==> src/rtl/irq_ctrl_if.sv <==
// irq_ctrl_if: bridge-side register bus for the interrupt controller window.
interface irq_ctrl_if;
  logic        sel;
  logic [1:0]  addr;
  logic        we;
  logic        re;
  logic [31:0] wdata;
  logic [31:0] rdata;
  modport master (output sel, addr, we, re, wdata, input rdata);
  modport slave  (input sel, addr, we, re, wdata, output rdata);
endinterface

==> src/rtl/irq_ctrl.sv <==
// irq_ctrl: latches, masks and prioritises N_SRC interrupts with claim/EOI handshake.
// Optional macro IRQ_CTRL_NEST_EN enables preemption by higher-priority sources.
module irq_ctrl #(
  parameter int N_SRC = 3
) (
  input  logic             clk,
  input  logic             reset,
  irq_ctrl_if.slave        bus,
  input  logic [N_SRC-1:0] irq_src,
  output logic             irq_out,
  output logic [2:0]       vec_id
);
  logic [N_SRC-1:0] r_s1, r_s2, r_s3, r_pend, r_mask, r_trig, r_inserv;
  logic [N_SRC-1:0] w_elig, w_rise, w_w1c, w_claim_oh, w_eoi_oh, w_pend_n;
  logic             w_valid, w_take, w_claim, w_eoi, w_wr;
  logic [2:0]       w_vec;
  logic             w_unused;
  assign w_unused = ^bus.wdata;
  assign w_elig   = r_pend & r_mask & ~r_inserv;
  assign w_valid  = |w_elig;
  assign w_rise   = r_s2 & ~r_s3;
  assign w_wr     = bus.sel & bus.we;
  assign w_w1c    = (w_wr && bus.addr == 2'd0) ? bus.wdata[N_SRC-1:0] : '0;
  assign w_eoi    = w_wr && bus.addr == 2'd3;
  assign w_claim  = bus.sel && bus.re && bus.addr == 2'd3 && w_take;
  assign vec_id   = w_vec;
  always_comb begin
    w_vec = '0;
    for (int i = N_SRC-1; i >= 0; i--) if (w_elig[i]) w_vec = 3'(i);
  end
  always_comb begin
    w_claim_oh = '0;
    w_eoi_oh   = '0;
    for (int i = 0; i < N_SRC; i++) begin
      w_claim_oh[i] = w_claim && w_vec == 3'(i);
      w_eoi_oh[i]   = w_eoi && bus.wdata[2:0] == 3'(i);
    end
  end
`ifdef IRQ_CTRL_NEST_EN
  logic [2:0] w_ins_lo;
  always_comb begin
    w_ins_lo = '0;
    for (int i = N_SRC-1; i >= 0; i--) if (r_inserv[i]) w_ins_lo = 3'(i);
  end
  assign irq_out = w_valid && (r_inserv == '0 || w_vec < w_ins_lo);
  assign w_take  = w_valid;
`else
  assign irq_out = w_valid && r_inserv == '0;
  // claims only land while the request is raised, so a single handler is ever in service
  assign w_take  = irq_out;
`endif
  // edge sources hold until cleared; a new edge beats a same-cycle clear
  assign w_pend_n = (r_trig & ((r_pend & ~w_w1c & ~w_claim_oh) | w_rise)) | (~r_trig & r_s2);
  assign bus.rdata = bus.addr == 2'd0 ? 32'(r_pend) :
                     bus.addr == 2'd1 ? 32'(r_mask) :
                     bus.addr == 2'd2 ? 32'(r_trig) : {w_valid, 28'b0, w_vec};
  always_ff @(posedge clk or negedge reset)
    if (!reset) begin
      r_s1     <= '0;
      r_s2     <= '0;
      r_s3     <= '0;
      r_pend   <= '0;
      r_mask   <= '0;
      r_trig   <= '0;
      r_inserv <= '0;
    end else begin
      r_s1     <= irq_src;
      r_s2     <= r_s1;
      r_s3     <= r_s2;
      r_pend   <= w_pend_n;
      r_inserv <= (r_inserv & ~w_eoi_oh) | w_claim_oh;
      if (w_wr && bus.addr == 2'd1) r_mask <= bus.wdata[N_SRC-1:0];
      if (w_wr && bus.addr == 2'd2) r_trig <= bus.wdata[N_SRC-1:0];
    end
endmodule

==> src/flat_wrapper.sv <==
// flat-port wrapper written by rule: the top's interface ports become plain ports
module irq_ctrl_flat 
#(
  parameter int N_SRC = 3
)
  (clk, reset, irq_src, irq_out, vec_id, bus_sel, bus_addr, bus_we, bus_re, bus_wdata, bus_rdata);
  irq_ctrl_if bus_i ();
  input  logic clk;
  input  logic reset;
  input  logic [N_SRC-1:0] irq_src;
  output logic irq_out;
  output logic [2:0] vec_id;
  input wire logic [$bits(bus_i.sel)-1:0] bus_sel;
  input wire logic [$bits(bus_i.addr)-1:0] bus_addr;
  input wire logic [$bits(bus_i.we)-1:0] bus_we;
  input wire logic [$bits(bus_i.re)-1:0] bus_re;
  input wire logic [$bits(bus_i.wdata)-1:0] bus_wdata;
  output wire logic [$bits(bus_i.rdata)-1:0] bus_rdata;
  assign bus_i.sel = bus_sel;
  assign bus_i.addr = bus_addr;
  assign bus_i.we = bus_we;
  assign bus_i.re = bus_re;
  assign bus_i.wdata = bus_wdata;
  assign bus_rdata = bus_i.rdata;
  irq_ctrl #(.N_SRC(N_SRC)) u_core (.clk(clk), .reset(reset), .bus(bus_i), .irq_src(irq_src), .irq_out(irq_out), .vec_id(vec_id));
endmodule
==> config.mk <==
export PLATFORM = sky130hd
export DESIGN_NAME = irq_ctrl_flat
export DESIGN_NICKNAME = d
export VERILOG_FILES = /design/src/rtl/irq_ctrl_if.sv /design/src/rtl/irq_ctrl.sv /design/src/flat_wrapper.sv
export SDC_FILE = /design/constraint.sdc
export NUM_CORES = 1
export LEC_CHECK = 0
export BUFFER_PORTS_ARGS = -buffer_cell sky130_fd_sc_hd__buf_4
export CAP_MARGIN = 10
export CORE_MARGIN = 2
export CORE_UTILIZATION = 37
export CTS_CLUSTER_DIAMETER = 100
export CTS_CLUSTER_SIZE = 25
export DETAILED_ROUTE_END_ITERATION = 12
export GPL_TIMING_DRIVEN = 1
export PLACE_DENSITY_LB_ADDON = 0.25
export SLEW_MARGIN = 20
export SYNTH_ARGS = -nofsm -noshare
export SYNTH_HDL_FRONTEND = slang
export SYNTH_SLANG_ARGS = --single-unit
export TNS_END_PERCENT = 100
==> constraint.sdc <==
create_clock -name clk -period 1.1 [get_ports clk]
set_input_delay 0 -clock clk [delete_from_list [all_inputs] [get_ports clk]]
set_output_delay 0 -clock clk [all_outputs]
set_load 0.02 [all_outputs]
==> run metrics, run 1 <==
Power Density=between 1500 and 2000 mW/mm2; area share of the leading cell type in the synthesized netlist=a little under half; fraction of the yosys area taken by sequential cells=45.7%; number of distinct library cells after synthesis=28; final global-route overflow total=0; top layer in use=met4; Final setup viols=13; hold wc startpoint=bus_wdata[2]; commonest cells after routing, fill and taps aside=30 x sky130_fd_sc_hd__buf_4, 29 x sky130_fd_sc_hd__conb_1, 21 x sky130_fd_sc_hd__dfrtp_1, 12 x sky130_fd_sc_hd__nand2_1, 8 x sky130_fd_sc_hd__buf_6; initial drt markers=18; Global Route Usage Sum=between 10% and 20%; final weighted congestion in routability-driven placement=0.813; number of max-capacitance violations reported=0; WL met3=between 80 and 90 um; clk root buf=sky130_fd_sc_hd__clkbuf_4; met2 routed wirelength=about 1100 um; fin. max-slew vios=0; leading cell types by total area after synthesis=sky130_fd_sc_hd__dfrtp_1 46%, sky130_fd_sc_hd__buf_4 19%, sky130_fd_sc_hd__mux2_2 5.9%; most frequent standard cell in the layout excluding fill and tap cells=sky130_fd_sc_hd__buf_4; Clock Sink Count=21; Clk pwr share=approximately 14%; critical register-to-register path startpoint=u_core.r_inserv[0]; Int Power=between 0.0015 and 0.002 W; cell area after technology mapping=~0.0011 mm2; Sequential Power Share=39.5%; capture point of the worst reg-to-reg path=u_core.r_pend[0]; worst hold margin=between 80 and 90 ps; height of the die=approximately 60 um; number of antenna violations at the first check in global routing=0; Hold/Removal Path Class=primary input to register; Layout Skew=just under 0.9 ps; total number of vias=812; worst reg-to-reg path cell count=4; Switching Power=between 0.0008 and 0.0009 W; result of the run=finished, violations left; overall die area=about 0.0036 mm2; violations in the final reports=setup timing; worst min-delay path endpoint=u_core.r_pend[2]; crit end category=output pin; Final Hold Vio Count=0; register bit total from synthesis=21; highest ir drop seen on vdd=about 0.0007 V; yosys warns=0; Worst-Skew Late Latency=approximately 300 ps; Critical Path RT=1100 ps; Achievable Freq=~590 MHz; Via-to-Cell Ratio=approximately 4.4; placeable core area=approximately 0.0030 mm2; Switching Fraction=about a third; worst-path maximum fanout=3; minimum clock period=roughly 1700 ps; number of nets still failing antenna checks after routing=0; Clock transition at path regs=110 ps; clock buffer count from CTS=3; worst slack at placement=-253 ps; TritonCTS clock tree=yes; vias in the first global route=784; RSZ-0062 raised after global routing=yes; boundary pin count=78; Setup Crit Path Kind=register to output pin; Port Buffers=19; min setup slack post-route=-608 ps; Syn-to-layout area delta=30.9%; CP Launch Type=register; detailed placement HPWL=about 1700 um; count of mapped cells out of synthesis=~110; number of fill cells=290; ordered list of cells on the worst path=and3b_2, nor3_4, mux4_2, buf_6; wire length the detailed router placed on met1=approximately 940 um; wire length per cell=11.8 um; delay-heaviest family, CP=multiplexers; reg-to-reg slack, setup=-300 ps; Overall Power=approximately 0.0025 W; share of layout cells above drive strength 1=between 30% and 40%; std cell rows=20; effective utilization at floorplan=approximately two fifths; number of optimization iterations in the first detailed-route pass=4; maximum number of pins on one net before global-route repair=22; DRC violations left=0; number of diodes=0; worst hold path stage count=3; maximum clock insertion buffer count=2; final critical-path share of the clock period=155%; first-pass GRT wire length=around 3600 um; area of combinational cells with multiple inputs=523 um2; nets=approximately 200; Horiz. Die Dim=roughly 60 um; launch point of the worst path=u_core.r_inserv[0]; Total Routed Length=about 2200 um; maximum level of the CTS H-tree=1; Storage cell area=roughly 530 um2; worst path buffer plus inverter count=1; data arrival time of the critical path=1710 ps; cell at the slowest stage of the critical path=sky130_fd_sc_hd__mux4_2; static leakage=~0.75 nW; top cell type by total area after synthesis=sky130_fd_sc_hd__dfrtp_1; highest cell delay on the worst timing path=around 480 ps; portion of total power attributed to combinational logic=approximately 46%; Avg Inst Size Synth=10.7 um2
## logic make-up (layout without fill, tap and decap cells)
logic type	after synthesis	in the layout	synth area share (%)
flip-flops	21	21	45.7
AO/OA/AOI/OAI	13	13	7.18
buffers and inverters	32	50	21.2
other	1	29	0.326
multiplexers	9	9	10.7
AND/OR/NAND/NOR	31	31	14.9
## routing by layer
metal  GRT usage (%)  up-vias
li1                -      398
met1            17.1      374
met2            23.4       34
met3            1.30        6
met4            7.94        0
met5               0        -
## cells in the mapped netlist (all sizes together)
cell      n
buf      31
dfrtp    21
nand2    16
mux2      6
a21oi     4
o21ai     4
a22o      3
and3b     2
mux4      2
nand2b    2
nor2      2
nor2b     2
nor3      2
a2111oi   1
conb      1
inv       1
mux2i     1
nand3     1
nand3b    1
nand4     1
nor4      1
o31ai     1
or3       1
## metrics by stage
step / instances / setup TNS (ps) / utilization (%) / cell area [um2]
final: 186 / -3700 / 50.1 / 1510
after global routing: 186 / -4600 / 50.1 / 1510
after CTS: 185 / -3580 / 49.3 / 1480
after detailed placement: 174 / -1440 / 44.9 / 1350
after global placement: 174 / -1280 / 44.9 / 1350
after floorplan: 135 / -1260 / - / 1270
## worst min-delay path: stages
cell and delay [ps]:
sky130_fd_sc_hd__buf_4 90, sky130_fd_sc_hd__a21oi_1 60, sky130_fd_sc_hd__a22o_1 190
## sequential cells by signal (all words and copies together), names as in the netlist
name and count:
u_core.r_inserv 3, u_core.r_s2 3, u_core.r_mask 3, u_core.r_pend 3, u_core.r_trig 3, u_core.r_s3 3
u_core.r_s1 3
## power groups by stage
| stage | registers, W | logic (W) | clock network (W) |
|---|---|---|---|
| CTS | 0.000985 | 0.00110 | 0.000380 |
| detailed placement | 0.00100 | 0.00101 | 0 |
| global route | 0.00102 | 0.00126 | 0.000422 |
| finish | 0.000995 | 0.00116 | 0.000365 |
| global placement | 0.000994 | 0.000998 | 0 |
| floorplan | 0.00102 | 0.000608 | 0 |
## worst max-delay path by stage
stage / cells past startpoint / slack [ps] / to
6_report: 4 / -610 / bus_rdata[1]
2_1_floorplan: 3 / -250 / irq_out
5_1_grt: 4 / -660 / bus_rdata[1]
3_5_place_dp: 4 / -250 / bus_rdata[0]
4_1_cts: 4 / -600 / bus_rdata[0]
3_3_place_gp: 4 / -230 / bus_rdata[0]
## timing repair
action                                  in CTS  in global routing
endpoints found under the setup margin      13                 13
buffers inserted                             0                  3
hold endpoints to repair                    31                  0
pin swaps                                    3                  6
hold buffers                                 7                  0
resized for setup                           10                  6
## final cells by class
cell class	instances	area share (%)
clock buffers	4	1.75
inverters	1	0.249
multi-input cells	82	34.7
flip-flops and latches	21	34.9
well taps	33	2.74
repair buffers	45	25.6
Power figures use the tool's default switching activity.
==> run 2, diff against run 1 <==
--- a/config.mk
+++ b/config.mk
@@ -8,7 +8,8 @@
 export BUFFER_PORTS_ARGS = -buffer_cell sky130_fd_sc_hd__buf_4
 export CAP_MARGIN = 10
 export CORE_MARGIN = 2
-export CORE_UTILIZATION = 37
+export CORE_UTILIZATION = 38
+export CTS_BUF_LIST = sky130_fd_sc_hd__clkbuf_8
 export CTS_CLUSTER_DIAMETER = 100
 export CTS_CLUSTER_SIZE = 25
 export DETAILED_ROUTE_END_ITERATION = 12
==> run 2 against run 1 <==
Net effect: the run still ends with setup timing left; worst hold slack got worse by 50 ps; combinational power is 4% higher; die area is 2.4% lower; sequential share of layout area is 0.85 points lower; sequential power about the same; non-clock buffer count increased by 1; critical path type unchanged; highest routed layer is now met3; core utilization is 4.9 points higher.
==> run metrics, run 2 (synthesized netlist as in run 1, its figures left out) <==
result of the run=finished, violations left; violations in the final reports=setup timing; data arrival time of the critical path=between 1500 and 2000 ps; worst-path maximum fanout=3; Horiz. Die Dim=roughly 59 um; TritonCTS clock tree=yes; boundary pin count=just under 80; number of antenna violations at the first check in global routing=0; Sequential Power Share=a little under two fifths; grt met1 use=between 10% and 20%; share of layout cells above drive strength 1=just under 40%; placeable core area=approximately 0.0028 mm2; Int Power=between 0.0015 and 0.002 W; fin. max-slew vios=0; nets=slightly below 200; worst hold margin=approximately 32 ps; sum of negative setup slack=-3430 ps; RSZ-0062 raised after global routing=yes; Total Routed Length=about 2200 um; effective utilization at floorplan=~41%; clock buffer count from CTS=3; maximum level of the CTS H-tree=1; Achievable Freq=612 MHz; Setup Crit Path Kind=register to output pin; delay-heaviest family, CP=multiplexers; highest ir drop seen on vdd=between 0.0006 and 0.0007 V; worst path buffer plus inverter count=1; commonest cells after routing, fill and taps aside=29 x sky130_fd_sc_hd__conb_1, 29 x sky130_fd_sc_hd__buf_4, 21 x sky130_fd_sc_hd__dfrtp_1, 12 x sky130_fd_sc_hd__nand2_1, 11 x sky130_fd_sc_hd__buf_6; CP Launch Type=register; met2 routing resource usage after global routing=roughly 23%; Critical Path RT=around 1100 ps; ordered list of cells on the worst path=and3b_2, nor3_4, mux4_2, buf_6; cell at the slowest stage of the critical path=sky130_fd_sc_hd__mux4_2; vias in the first global route=772; Final Hold Vio Count=0; maximum clock insertion buffer count=2; Port Buffers=19; global routing met3 resource utilization=between 1.5 and 2%; Switching Fraction=between 30% and 40%; min setup slack post-route=-534 ps; Clock transition at path regs=about 70 ps; final global-route overflow total=0; initial drt markers=16; number of diodes=0; wire length per cell=between 10 and 15 um; DRC violations left=0; number of max-capacitance violations reported=0; Power Density=between 1500 and 2000 mW/mm2; Switching Power=just under 0.0009 W; first-pass GRT wire length=around 3500 um; Layout Skew=5.32 ps; height of the die=between 50 and 60 um; Global Route Usage Sum=a little over an eighth; portion of total power attributed to combinational logic=between 40% and 50%; Hold/Removal Path Class=primary input to register; busiest layer in global routing=met2; final weighted congestion in routability-driven placement=slightly above 0.8; overall die area=roughly 0.0035 mm2; Clock Sink Count=21; number of fill cells=247; total number of vias=831; Via-to-Cell Ratio=approximately 4.5; clk root buf=sky130_fd_sc_hd__clkbuf_8; final critical-path share of the clock period=149%; highest cell delay on the worst timing path=roughly 480 ps; maximum number of pins on one net before global-route repair=22; Syn-to-layout area delta=34.2%; minimum clock period=between 1500 and 2000 ps; Worst-Skew Late Latency=~250 ps; number of nets still failing antenna checks after routing=0; post-placement cell area=~0.0013 mm2; number of optimization iterations in the first detailed-route pass=4; worst slack at placement=-264 ps; crit end category=output pin; Layout Cell Area excl Fill=0.00154 mm2; detailed placement HPWL=about 1600 um; Clk pwr share=roughly 18%; static leakage=slightly below 0.8 nW; Final setup viols=13; std cell rows=19
[run 2: final cells by class]
type	count	area, um2	share of cell area, %
tap	31	38.8	2.51
multi-input combinational	82	528	34.2
timing repair buffer	46	402	26.0
clock inverter	1	3.75	0.243
sequential	21	526	34.1
inverter	1	3.75	0.243
clock buffer	3	41.3	2.68
[run 2: worst register-to-register path: stages, from the launching register on]
cell,delay (ps)
sky130_fd_sc_hd__dfrtp_1,370
sky130_fd_sc_hd__and3b_2,280
sky130_fd_sc_hd__nor2b_4,160
sky130_fd_sc_hd__buf_4,110
sky130_fd_sc_hd__buf_6,80
sky130_fd_sc_hd__buf_6,90
sky130_fd_sc_hd__nand2_4,40
sky130_fd_sc_hd__a22o_1,190
[run 2: power by group through the flow]
stage	Sequential, W	Clock (W)	Combinational, W
2_1_floorplan	0.00102	0	0.000608
3_3_place_gp	0.000995	0	0.000958
3_5_place_dp	0.000998	0	0.000977
4_1_cts	0.000988	0.000501	0.00110
5_1_grt	0.00101	0.000545	0.00130
6_report	0.000993	0.000474	0.00121
[run 2: what timing repair did]
| item | 4_1_cts | 5_1_grt |
|---|---|---|
| gates resized for setup | 13 | 7 |
| setup buffers | 2 | 7 |
| cloned | 0 | 0 |
| endpoints found under the setup margin | 13 | 13 |
| pin swaps | 5 | 8 |
| hold buffers | 6 | 0 |
| endpoints found under the hold margin | 25 | 0 |
[run 2: through the flow]
stage / instances / total power, W / utilization [%]
final: 185 / 0.00268 / 55.0
after global routing: 185 / 0.00286 / 55.0
after CTS: 179 / 0.00259 / 52.7
after floorplan: 135 / 0.00163 / -
after global placement: 168 / 0.00195 / 46.9
after detailed placement: 168 / 0.00198 / 46.9
[run 2: worst paths after layout]
check / start / to / slack [ps] / cells after the start
setup / recovery: u_core.r_inserv[0] / bus_rdata[1] / -530 / 4
hold reg to reg: u_core.r_s1[2] / u_core.r_s2[2] / 350 / 0
max in group asynchronous: reset / u_core.r_inserv[0] / 720 / 2
min in group asynchronous: reset / u_core.r_pend[0] / 160 / 2
setup reg to reg: u_core.r_inserv[1] / u_core.r_pend[1] / -350 / 7
hold / removal: bus_wdata[1] / u_core.r_trig[1] / 30 / 2
[run 2: metal layers]
layer  routed length (um)  part of all wire, %
met5                    0                    0
met4                    0                    0
met2                 1160                   52
met3                   90                  4.1
met1                  962                   43
